==> src/rtl/amber48_uart_rx.sv <==
// 8N1 UART receiver: synchronises rx_i, samples each bit at its centre and hands bytes
// out on a valid/ready interface, flagging framing errors and overruns as one-cycle pulses.
module amber48_uart_rx #(
  parameter int CLOCK_FREQ_HZ = 100_000_000,
  parameter int BAUD_RATE     = 115_200
) (
  input  logic       clk_i,
  input  logic       rst_i,
  input  logic       rx_i,
  output logic [7:0] data_o,
  output logic       valid_o,
  input  logic       ready_i,
  output logic       framing_err_o,
  output logic       overrun_o,
  output logic       busy_o
);

  localparam int CLKS_PER_BIT = CLOCK_FREQ_HZ / BAUD_RATE;
  localparam int CNT_W        = $clog2(CLKS_PER_BIT);
  localparam logic [CNT_W-1:0] CNT_HALF = CNT_W'(CLKS_PER_BIT / 2 - 1);
  localparam logic [CNT_W-1:0] CNT_LAST = CNT_W'(CLKS_PER_BIT - 1);

  generate
    if (CLKS_PER_BIT < 4) begin : g_bad_baud
      $fatal(1, "amber48_uart_rx: CLKS_PER_BIT must be at least 4");
    end
  endgenerate

  typedef enum logic [2:0] {
    S_IDLE,
    S_START,
    S_DATA,
    S_STOP,
    S_WAIT_HI
  } state_e;

  state_e             state_q, state_d;
  logic               sync1_q, sync1_d;
  logic               sync2_q, sync2_d;
  logic [CNT_W-1:0]   clk_cnt_q, clk_cnt_d;
  logic [2:0]         bit_idx_q, bit_idx_d;
  logic [7:0]         shreg_q, shreg_d;
  logic               deliver_q, deliver_d;
  logic [7:0]         data_q, data_d;
  logic               valid_q, valid_d;
  logic               ferr_q, ferr_d;
  logic               ovr_q, ovr_d;
  logic               rx_s;

  assign rx_s = sync2_q;

  always_comb begin
    sync1_d   = rx_i;
    sync2_d   = sync1_q;
    state_d   = state_q;
    clk_cnt_d = clk_cnt_q + 1'b1;
    bit_idx_d = bit_idx_q;
    shreg_d   = shreg_q;
    deliver_d = 1'b0;
    ferr_d    = 1'b0;
    ovr_d     = 1'b0;
    data_d    = data_q;
    valid_d   = valid_q;

    case (state_q)
      S_IDLE: begin
        clk_cnt_d = '0;
        if (!rx_s) state_d = S_START;
      end
      S_START: begin
        // A start bit that is gone by mid-bit is treated as line noise.
        if (clk_cnt_q == CNT_HALF) begin
          clk_cnt_d = '0;
          if (!rx_s) begin
            state_d   = S_DATA;
            bit_idx_d = 3'd0;
          end else begin
            state_d   = S_IDLE;
          end
        end
      end
      S_DATA: begin
        if (clk_cnt_q == CNT_LAST) begin
          clk_cnt_d          = '0;
          shreg_d[bit_idx_q] = rx_s;
          if (bit_idx_q == 3'd7) state_d = S_STOP;
          else                   bit_idx_d = bit_idx_q + 3'd1;
        end
      end
      S_STOP: begin
        if (clk_cnt_q == CNT_LAST) begin
          clk_cnt_d = '0;
          if (rx_s) begin
            deliver_d = 1'b1;
            state_d   = S_IDLE;
          end else begin
            ferr_d    = 1'b1;
            state_d   = S_WAIT_HI;
          end
        end
      end
      S_WAIT_HI: begin
        // Hold off until the line returns high so a break cannot restart a frame.
        clk_cnt_d = '0;
        if (rx_s) state_d = S_IDLE;
      end
      default: begin
        clk_cnt_d = '0;
        state_d   = S_IDLE;
      end
    endcase

    if (valid_q && ready_i) valid_d = 1'b0;

    // A byte accepted in the same cycle frees the holding register for the new one.
    if (deliver_q) begin
      if (!valid_q || ready_i) begin
        data_d  = shreg_q;
        valid_d = 1'b1;
      end else begin
        ovr_d   = 1'b1;
      end
    end
  end

  always_ff @(posedge clk_i) begin
    if (rst_i) begin
      sync1_q   <= 1'b1;
      sync2_q   <= 1'b1;
      state_q   <= S_IDLE;
      clk_cnt_q <= '0;
      bit_idx_q <= 3'd0;
      shreg_q   <= 8'h00;
      deliver_q <= 1'b0;
      data_q    <= 8'h00;
      valid_q   <= 1'b0;
      ferr_q    <= 1'b0;
      ovr_q     <= 1'b0;
    end else begin
      sync1_q   <= sync1_d;
      sync2_q   <= sync2_d;
      state_q   <= state_d;
      clk_cnt_q <= clk_cnt_d;
      bit_idx_q <= bit_idx_d;
      shreg_q   <= shreg_d;
      deliver_q <= deliver_d;
      data_q    <= data_d;
      valid_q   <= valid_d;
      ferr_q    <= ferr_d;
      ovr_q     <= ovr_d;
    end
  end

  assign data_o        = data_q;
  assign valid_o       = valid_q;
  assign framing_err_o = ferr_q;
  assign overrun_o     = ovr_q;
  assign busy_o        = (state_q != S_IDLE);

endmodule

==> config.mk <==
export PLATFORM = sky130hd
export DESIGN_NAME = amber48_uart_rx
export DESIGN_NICKNAME = d
export VERILOG_FILES = /design/src/rtl/amber48_uart_rx.sv
export SDC_FILE = /design/constraint.sdc
export NUM_CORES = 1
export LEC_CHECK = 0
export CELL_PAD_IN_SITES_DETAIL_PLACEMENT = 1
export CELL_PAD_IN_SITES_GLOBAL_PLACEMENT = 1
export CORE_ASPECT_RATIO = 0.75
export CORE_MARGIN = 5
export CORE_UTILIZATION = 33
export DETAILED_ROUTE_END_ITERATION = 8
export PLACE_DENSITY_LB_ADDON = 0.1
export SYNTH_ARGS = -nofsm -noshare
export SYNTH_HDL_FRONTEND = slang
export SYNTH_SLANG_ARGS = --single-unit
==> constraint.sdc <==
create_clock -name clk_i -period 2.7 [get_ports clk_i]
set_input_delay 0.405 -clock clk_i [delete_from_list [all_inputs] [get_ports clk_i]]
set_output_delay 0.405 -clock clk_i [all_outputs]
set_load 0.03 [all_outputs]
==> Word level (Yosys, flattened, before mapping) <==
Cells that the tools add are included.
{ "op_classes": {"add_sub_neg": 2, "order_cmp": 2, "muxes": 26, "eq_ne": 15, "bitwise_logic": 3, "reduce_logical": 14} }
{ "op_table": {"columns": ["cell", "n"], "rows": [
  ["3-bit two-way mux", 11],
  ["10-bit two-way mux", 2],
  ["10-bit case mux with 2 select lines", 1],
  ["2-bit != test (second input constant)", 8],
  ["3-bit case mux with 5 select lines", 1],
  ["10-bit by 1-bit adder with 10-bit output (second input constant)", 1],
  ["10-bit == test (second input constant)", 1],
  ["10-bit by 9-bit == test with 1-bit output (second input constant)", 1],
  ["8-bit bitwise mux", 1],
  ["1-bit two-way mux", 7],
  ["3-bit by 2-bit == test with 1-bit output (second input constant)", 2],
  ["3-bit == test (second input constant)", 2],
  ["3-bit case mux with 2 select lines", 1],
  ["6-bit AND reduction", 1],
  ["5-bit AND reduction", 1],
  ["3-bit by 4-bit less-than comparator with 1-bit output (second input constant)", 1],
  ["2-bit AND reduction", 2],
  ["2-bit OR reduction", 2],
  ["3-bit by 1-bit adder with 3-bit output (second input constant)", 1],
  ["1-bit demux with 3-bit select", 1],
  ["3-bit by 1-bit == test with 1-bit output (second input constant)", 1],
  ["3-bit by 1-bit greater-or-equal comparator with 1-bit output (second input constant)", 1],
  ["3-bit logical NOT", 1],
  ["1-bit NOT", 3],
  ["other kinds (7)", 8]
]} }
{ "word_totals": {"out_inout_bits": 12, "reg_bits": 38, "elab_cells": 73, "in_bits": 4} }

==> Longest topological paths before layout <==
Gate-level depths: netlist (run 1).
{ "depth": {"depth_word": 5, "depth_mapped": 8, "depth_no_buf": 7} }

==> Least setup slack after synthesis (run 1) <==
Ideal clock, no wire load.
{ "synth_path": {"kind": "flip-flop to flip-flop", "startpoint": "register clk_cnt_q[0]", "endpoint": "register clk_cnt_q[2]", "arrival_time_ns": 1.639, "setup_time_ns": 0.064, "n_path_buf": 1, "stages_incl_launch_ff": 8, "synth_period_minus_slack_ns": 1.703, "path_slack_ns": 0.997, "required_ns": 2.636, "cell_sequence": "dfxtp_1 ha_1 and4bb_2 a211oi_1 nor3_2 or2_1 buf_6 nor2_1"} }
{ "synth_via": {"elab_chain_len": 3, "word_cells_on_any_way": 6, "cone_classes": "1 x add/sub; 2 x eq/ne; 3 x mux"} }
{ "synth_lines": {"columns": ["element", "line_no", "text"], "rows": [
  ["from (decl)", "40", "logic [CNT_W-1:0] clk_cnt_q, clk_cnt_d;"],
  ["from (signal assigned)", "143", "clk_cnt_q <= clk_cnt_d;"],
  ["10-bit by 1-bit adder with 10-bit output (tied with other cells)", "56", "clk_cnt_d = clk_cnt_q + 1'b1;"],
  ["10-bit two-way mux, on equally long branches", "83, 91, 72", null],
  ["10-bit case mux with 2 select lines *", "65", "case (state_q)"]
]} }
Mark *: on every way between the ends. The rest lies on a longest branch, timed or not.
A chain may end at the register's enable or synchronous reset.

==> Worst setup path after layout (run 1) <==
{ "layout_path": {"startpoint": "register state_q[2]", "endpoint": "output port busy_o"} }
{ "layout_via": {"elab_chain_len": 1} }
{ "layout_lines": {"columns": ["element", "line_no", "text"], "rows": [
  ["from (decl)", "37", "state_e state_q, state_d;"],
  ["from (signal assigned)", "142", "state_q <= state_d;"],
  ["3-bit nonzero test", "158", "assign busy_o = (state_q != S_IDLE);"],
  ["to (decl)", "15", "output logic busy_o"]
]} }
No other way between the ends.

==> results by group, run 1 <==
Outcome
  – Status: finished clean

Synth
  – Area contributors post-synth: dfxtp_1 46%, mux2i_1 7.8%, nor2_1 7.2%
  – Top cell type's share of synthesized area: 0.455
  – Syn Inst Count: 178
  – Synthesized area: 1670 µm²
  – Sequential fraction of the synthesis area: 0.455
  – #FFs+latches synth: 38
  – Synthesized Nets: 186
  – Number of synthesized flops with an enable pin: 0
  – Main synth FF type: dfxtp_1
  – Avg Inst Size Synth: 9.38 µm²
  – Asr flop ratio synth: 0
  – Yosys top cell by area: dfxtp_1
  – Ys Warns: 0
  – Yosys cell types: 39

Setup path
  – Buf+Inv Stages, Crit Path: 1
  – WP data required: 2.30 ns
  – Startpoint Class: flop
  – Crit-path cells: nor2_1 > nand2_1 > clkdlybuf4s50_1
  – CP max stage cell: clkdlybuf4s50_1
  – CP max stage delay: 0.61 ns
  – Cells on worst reg2reg path: 6
  – CP top delay family: buffers and inverters
  – Critical R2R Capture: clk_cnt_q[5]
  – Crit path kind: reg -> out
  – CP max FO: 10
  – Arr. time, crit path: 1.87 ns
  – Crit. End Element: output port
  – R2R Setup Slk: 0.69 ns
  – Worst R2R Start: clk_cnt_q[0]

Clock tree
  – Post-CTS Setup Inserts: 0
  – Clk root buf: clkbuf_8
  – TritonCTS Buffers: 5
  – CTS tree: built
  – Max clock buf depth: 2
  – Clock sink total: 38
  – Worst-path clk slew: 0.07 ns
  – H-tree depth: 2
  – Post-cts resize count: 0
  – Worst skew pair latency: 0.29 ns
  – Post-CTS Hold Buffers: 0

Route
  – Vias: 1309
  – Routed vias/inst: 5.13
  – Final ANT Viol Nets: 0
  – Average routed wire per standard cell: 15.3 µm
  – 1st-iter DRT viols: 67
  – DRT Pass-1 Iters: 4
  – DRC viols: 0
  – Final WL: 3890 µm

Power and ir drop
  – Peak supply drop: 0.166 mV
  – Clock share of power: 0.351
  – P_int: 0.839 mW
  – Total Power Consumption: 1.16 mW
  – Sw Ratio: 0.278
  – Reg power frac: 0.517
  – PwrDens: 593 nW/µm²
  – LEAKAGE: 0.731 nW
  – Comb pwr share: 0.132
  – P_sw: 0.323 mW

GRT
  – First-pass GRT wire length: 6620 µm
  – Initial antenna violation count: 0
  – Largest net degree at the start of global routing: 30
  – Gr ovfl total: 0
  – Gr usage total: 0.127
  – Vias in the first global route: 1392

Final layout
  – Layout overhead on the synthesized area: 17.2%
  – Most common cell after layout, fill and taps aside: dfxtp_1
  – Non-filler cells, final: 255
  – Most frequent cells in the layout: 38 x dfxtp_1, 32 x nor2_1, 15 x clkdlybuf4s50_1, 13 x mux2i_1
  – Number of inserted diodes: 0
  – Nets@finish: 202
  – Share of layout cells above drive strength 1: 0.108

Timing
  – Worst clock skew: 0.00713 ns
  – RSZ-0062 raised after global routing: false
  – Hold Violations, Final: 0
  – Post-route minimum period: 2.28 ns
  – WHS: 0.432 ns
  – Relative slew slack: 0.610
  – TNS Setup: 0 ns
  – Period utilization: 0.844
  – Final Max Tran Viols: 0
  – Fin worst setup slack: 0.421 ns
  – Max Fclk: 0.439 GHz
  – Worst slew pin tran: 0.585 ns
  – Final count of negative-setup-slack endpoints: 0

Hold path
  – Hold Path Depth: 1
  – Hold Crit Class: reg -> reg
  – Worst Hold End: rx_s
  – Min-delay src: sync1_q

Placed design
  – Post-DP HPWL: 2860 µm
  – I/O Buffers: 15
  – Placed Instances: 247
  – Worst slack at placement: 0.709 ns
  – RePlAce Congestion: 0.789

Die
  – Chip width: 92.2 µm
  – Core area: 4900 µm²
  – Die H: 71.6 µm
  – Row count: 22
  – Die area: 6600 µm²
  – I/O pin count: 16
  – Initial Utilization: 0.341

Job
  – MaxCap Viol Count: 0
-- worst max path at each step --
stage | start | end | slack [ns] | depth (start not counted)
finish | state_q[2] | busy_o | 0.42 | 3
detailed placement | clk_cnt_q[0] | clk_cnt_q[2] | 0.71 | 6
floorplan | clk_cnt_q[0] | clk_cnt_q[2] | 1.0 | 7
global placement | state_q[1] | shreg_q[0] | 0.78 | 5
CTS | state_q[2] | busy_o | 0.42 | 3
global route | state_q[2] | busy_o | 0.28 | 3
-- synthesized netlist by cell type, types with 2 or more instances --
master,count
a211oi_1,3
a21oi_1,9
and3_1,4
and4bb_2,2
buf_2,2
buf_6,2
clkbuf_1,4
dfxtp_1,38
ha_1,4
inv_1,5
mux2i_1,13
nand2_1,9
nand2b_1,2
nand3_1,5
nand4_1,4
nor2_1,32
nor3_1,2
nor3_2,2
nor3b_2,2
nor4b_1,3
o21ai_0,6
or2_2,2
xnor2_1,2
xor2_1,6
-- state kept, by name (all words and copies together), names as in the netlist, 3 cells and up --
signal,count
bit_idx_q,3
clk_cnt_q,10
data_o,8
shreg_q,8
state_q,3
-- per-layer routing --
layer | up-vias | routed length, µm | share of wire | GRT usage
met5 | - | 0 | 0 | 0
met4 | 0 | 59 | 0.015 | 0.0544
met3 | 7 | 155 | 0.040 | 0.0399
met2 | 17 | 1810 | 0.47 | 0.204
met1 | 637 | 1860 | 0.48 | 0.159
li1 | 648 | - | - | -
-- layout make-up --
| class | instances | area [µm²] |
|---|---|---|
| fill | 577 | 2940 |
| clock buffer | 6 | 82.6 |
| timing repair buffer | 17 | 165 |
| inverter | 5 | 18.8 |
| tap | 60 | 75.1 |
| clock inverter | 2 | 12.5 |
| sequential | 38 | 761 |
| multi-input combinational | 127 | 843 |
-- cell families (layout without fill, tap and decap cells) --
kind of cell	Yosys count	in the layout	synth area share
simple gates	77	77	0.254
flops	38	38	0.455
compound gates	25	25	0.101
mux	13	13	0.0779
buf+inv	13	30	0.0397
xor+xnor	8	8	0.0419
fa+ha+maj	4	4	0.0300
-- stage by stage --
stage	area, µm²	utilization
6_report	1960	0.400
5_1_grt	1960	0.400
3_3_place_gp	1860	0.380
2_1_floorplan	1670	-
3_5_place_dp	1860	0.380
4_1_cts	1960	0.400
-- power groups by stage --
stage / combinational [mW] / clock (mW) / sequential, mW
2_1_floorplan: 0.127 / 0 / 0.599
3_3_place_gp: 0.144 / 0 / 0.611
3_5_place_dp: 0.153 / 0 / 0.614
4_1_cts: 0.155 / 0.424 / 0.601
5_1_grt: 0.169 / 0.441 / 0.604
6_report: 0.153 / 0.407 / 0.601
(Power assumes the default switching activity.)
==> run 2: changes to the inputs <==
==> constraint.sdc (replaced) <==
create_clock -name clk_i -period 1.9 [get_ports clk_i]
set_input_delay 0.285 -clock clk_i [delete_from_list [all_inputs] [get_ports clk_i]]
set_output_delay 0.285 -clock clk_i [all_outputs]
set_load 0.03 [all_outputs]
==> results by group, run 2 (synthesis results as in run 1) <==
Clock tree
  – Post-CTS Hold Buffers: 0 (unchanged)
  – Worst skew pair latency: 0.29 ns (about the same)
  – H-tree depth: 2 (unchanged)
  – Worst-path clk slew: 0.08 ns (was 0.07 ns)
  – CTS tree: built (unchanged)
  – Clk root buf: clkbuf_8 (unchanged)
  – Max clock buf depth: 2 (unchanged)
  – TritonCTS Buffers: 5 (unchanged)
  – Clock sink total: 38 (unchanged)

Timing
  – Period utilization: 0.940
  – RSZ-0062 raised after global routing: false (unchanged)
  – Max Fclk: 0.560 GHz
  – Worst slew pin tran: 0.447 ns (was 0.585 ns)
  – Post-route minimum period: 1.79 ns
  – Hold Violations, Final: 0 (unchanged)
  – Relative slew slack: 0.698 (was 0.610)
  – TNS Setup: 0 ns (unchanged)
  – Final count of negative-setup-slack endpoints: 0 (unchanged)
  – Final Max Tran Viols: 0 (unchanged)
  – Worst clock skew: 0.00847 ns (was 0.00713 ns)
  – WHS: 0.447 ns (was 0.432 ns)

GRT
  – Largest net degree at the start of global routing: 30 (unchanged)
  – First-pass GRT wire length: 6560 µm (was 6620 µm)
  – Initial antenna violation count: 0 (unchanged)
  – Vias in the first global route: 1348 (was 1392)
  – Gr ovfl total: 0 (unchanged)
  – Gr usage total: 0.125 (was 0.127)

Power and ir drop
  – LEAKAGE: 0.796 nW (was 0.731 nW)
  – PwrDens: 819 nW/µm² (was 593 nW/µm²)
  – Total Power Consumption: 1.69 mW (was 1.16 mW)
  – Peak supply drop: 0.284 mV (was 0.166 mV)

Die
  – Core area: 4900 µm² (unchanged)
  – I/O pin count: 16 (unchanged)
  – Chip width: 92.2 µm (unchanged)
  – Die H: 71.6 µm (unchanged)
  – Row count: 22 (unchanged)
  – Initial Utilization: 0.341 (unchanged)
  – Die area: 6600 µm² (unchanged)

Route
  – Final ANT Viol Nets: 0 (unchanged)
  – 1st-iter DRT viols: 46 (was 67)
  – DRC viols: 0 (unchanged)
  – Vias: 1348 (was 1309)
  – DRT Pass-1 Iters: 4 (unchanged)
  – Average routed wire per standard cell: 14.7 µm (was 15.3 µm)
  – Routed vias/inst: 5.07 (was 5.13)
  – Final WL: 3910 µm (was 3890 µm)

Setup path
  – Crit path kind: reg -> reg (was reg -> out)
  – R2R Setup Slk: 0.11 ns (was 0.69 ns)
  – Cells on worst reg2reg path: 8 (was 6)
  – CP startpoint: clk_cnt_q[0] (was state_q[2])
  – Arr. time, crit path: 2.01 ns (was 1.87 ns)
  – Worst R2R Start: clk_cnt_q[0] (unchanged)
  – Crit. End Element: flop (was output port)
  – Worst setup path endpoint: clk_cnt_q[3] (was busy_o)
  – Startpoint Class: flop (unchanged)
  – WP data required: 2.13 ns (was 2.30 ns)
  – Critical R2R Capture: clk_cnt_q[3] (was clk_cnt_q[5])
  – CP max FO: 10 (unchanged)

Final layout
  – Number of inserted diodes: 0 (unchanged)
  – Fin area: 2060 µm² (was 1960 µm²)
  – Largest register FFs: 10 (unchanged)
  – Share of layout cells above drive strength 1: 0.175 (was 0.108)
  – Nets@finish: 213 (was 202)
  – Most frequent cells in the layout: 36 x dfxtp_1, 31 x nor2_1, 14 x clkdlybuf4s50_1, 13 x mux2i_1, 12 x buf_4 (was 38 x dfxtp_1, 32 x nor2_1, 15 x clkdlybuf4s50_1, 13 x mux2i_1)
  – Most common cell after layout, fill and taps aside: dfxtp_1 (unchanged)
  – Top reg by flops: clk_cnt_q (unchanged)
  – Layout overhead on the synthesized area: 23.4% (was 17.2%)

Placed design
  – Post-DP HPWL: 2890 µm (was 2860 µm)
  – Area of placed instances: 1950 µm² (was 1860 µm²)
  – I/O Buffers: 15 (unchanged)
  – RePlAce Congestion: 0.812 (was 0.789)

Outcome
  – Status: finished clean (unchanged)

Job
  – MaxCap Viol Count: 0 (unchanged)

Hold path
  – Hold Crit Class: reg -> reg (unchanged)
[run 2: power by group]
| part | switching [mW] | internal, mW | leakage [nW] |
|---|---|---|---|
| Sequential | 0.0305 | 0.818 | 0.308 |
| Combinational | 0.142 | 0.116 | 0.441 |
| Clock | 0.291 | 0.292 | 0.0472 |
[run 2: how the worst min path moves through the flow]
stage / start / endpoint / slack [ns] / cells past startpoint
after floorplan: ready_i / overrun_o / 0.36 / 1
after global routing: sync1_q / rx_s / 0.47 / 1
after detailed placement: sync1_q / rx_s / 0.42 / 1
after global placement: sync1_q / rx_s / 0.40 / 1
after CTS: sync1_q / rx_s / 0.45 / 1
final: sync1_q / rx_s / 0.45 / 1
[run 2: layout make-up]
class                   instances  area (µm²)
fillers                       581        2840
multi-input cells             127         851
clock inverters                 2        12.5
inverters                       5        18.8
clock buffers                   6        82.6
well taps                      60        75.1
repair buffers                 28         259
flip-flops and latches         38         763
[run 2: through the flow]
stage	setup WS (ns)	instances	util
floorplan	0.197	178	-
detailed placement	0.0775	257	0.398
CTS	0.0652	265	0.418
finish	0.114	266	0.421
global route	0.000805	266	0.421
global placement	0.0855	257	0.398
[run 2: critical path: stages (launching register included)]
cell	delay, ns
dfxtp_1	0.33
buf_4	0.14
ha_1	0.19
and4bb_2	0.24
a31oi_4	0.21
nor3_2	0.09
or2_1	0.26
buf_12	0.15
nor2_1	0.10
[run 2: timing repair]
item,in CTS,in global routing
pin swaps,0,1
endpoints found under the setup margin,1,5
hold endpoints to repair,0,0
resized for setup,3,2
setup buffers,0,1
[run 2: layer usage]
metal | share of wire | up-vias | track usage
met4 | 0.013 | 0 | 0.0494
li1 | - | 672 | -
met2 | 0.43 | 24 | 0.184
met5 | 0 | - | 0
met3 | 0.047 | 6 | 0.0441
met1 | 0.51 | 646 | 0.169
==> run 3: changes to the inputs <==
--- a/config.mk
+++ b/config.mk
@@ -5,6 +5,7 @@
 export SDC_FILE = /design/constraint.sdc
 export NUM_CORES = 1
 export LEC_CHECK = 0
+export CAP_MARGIN = 20
 export CELL_PAD_IN_SITES_DETAIL_PLACEMENT = 1
 export CELL_PAD_IN_SITES_GLOBAL_PLACEMENT = 1
 export CORE_ASPECT_RATIO = 0.75
==> results of run 3 <==
The final DEF is identical to that of run 2; final timing and power are the same.
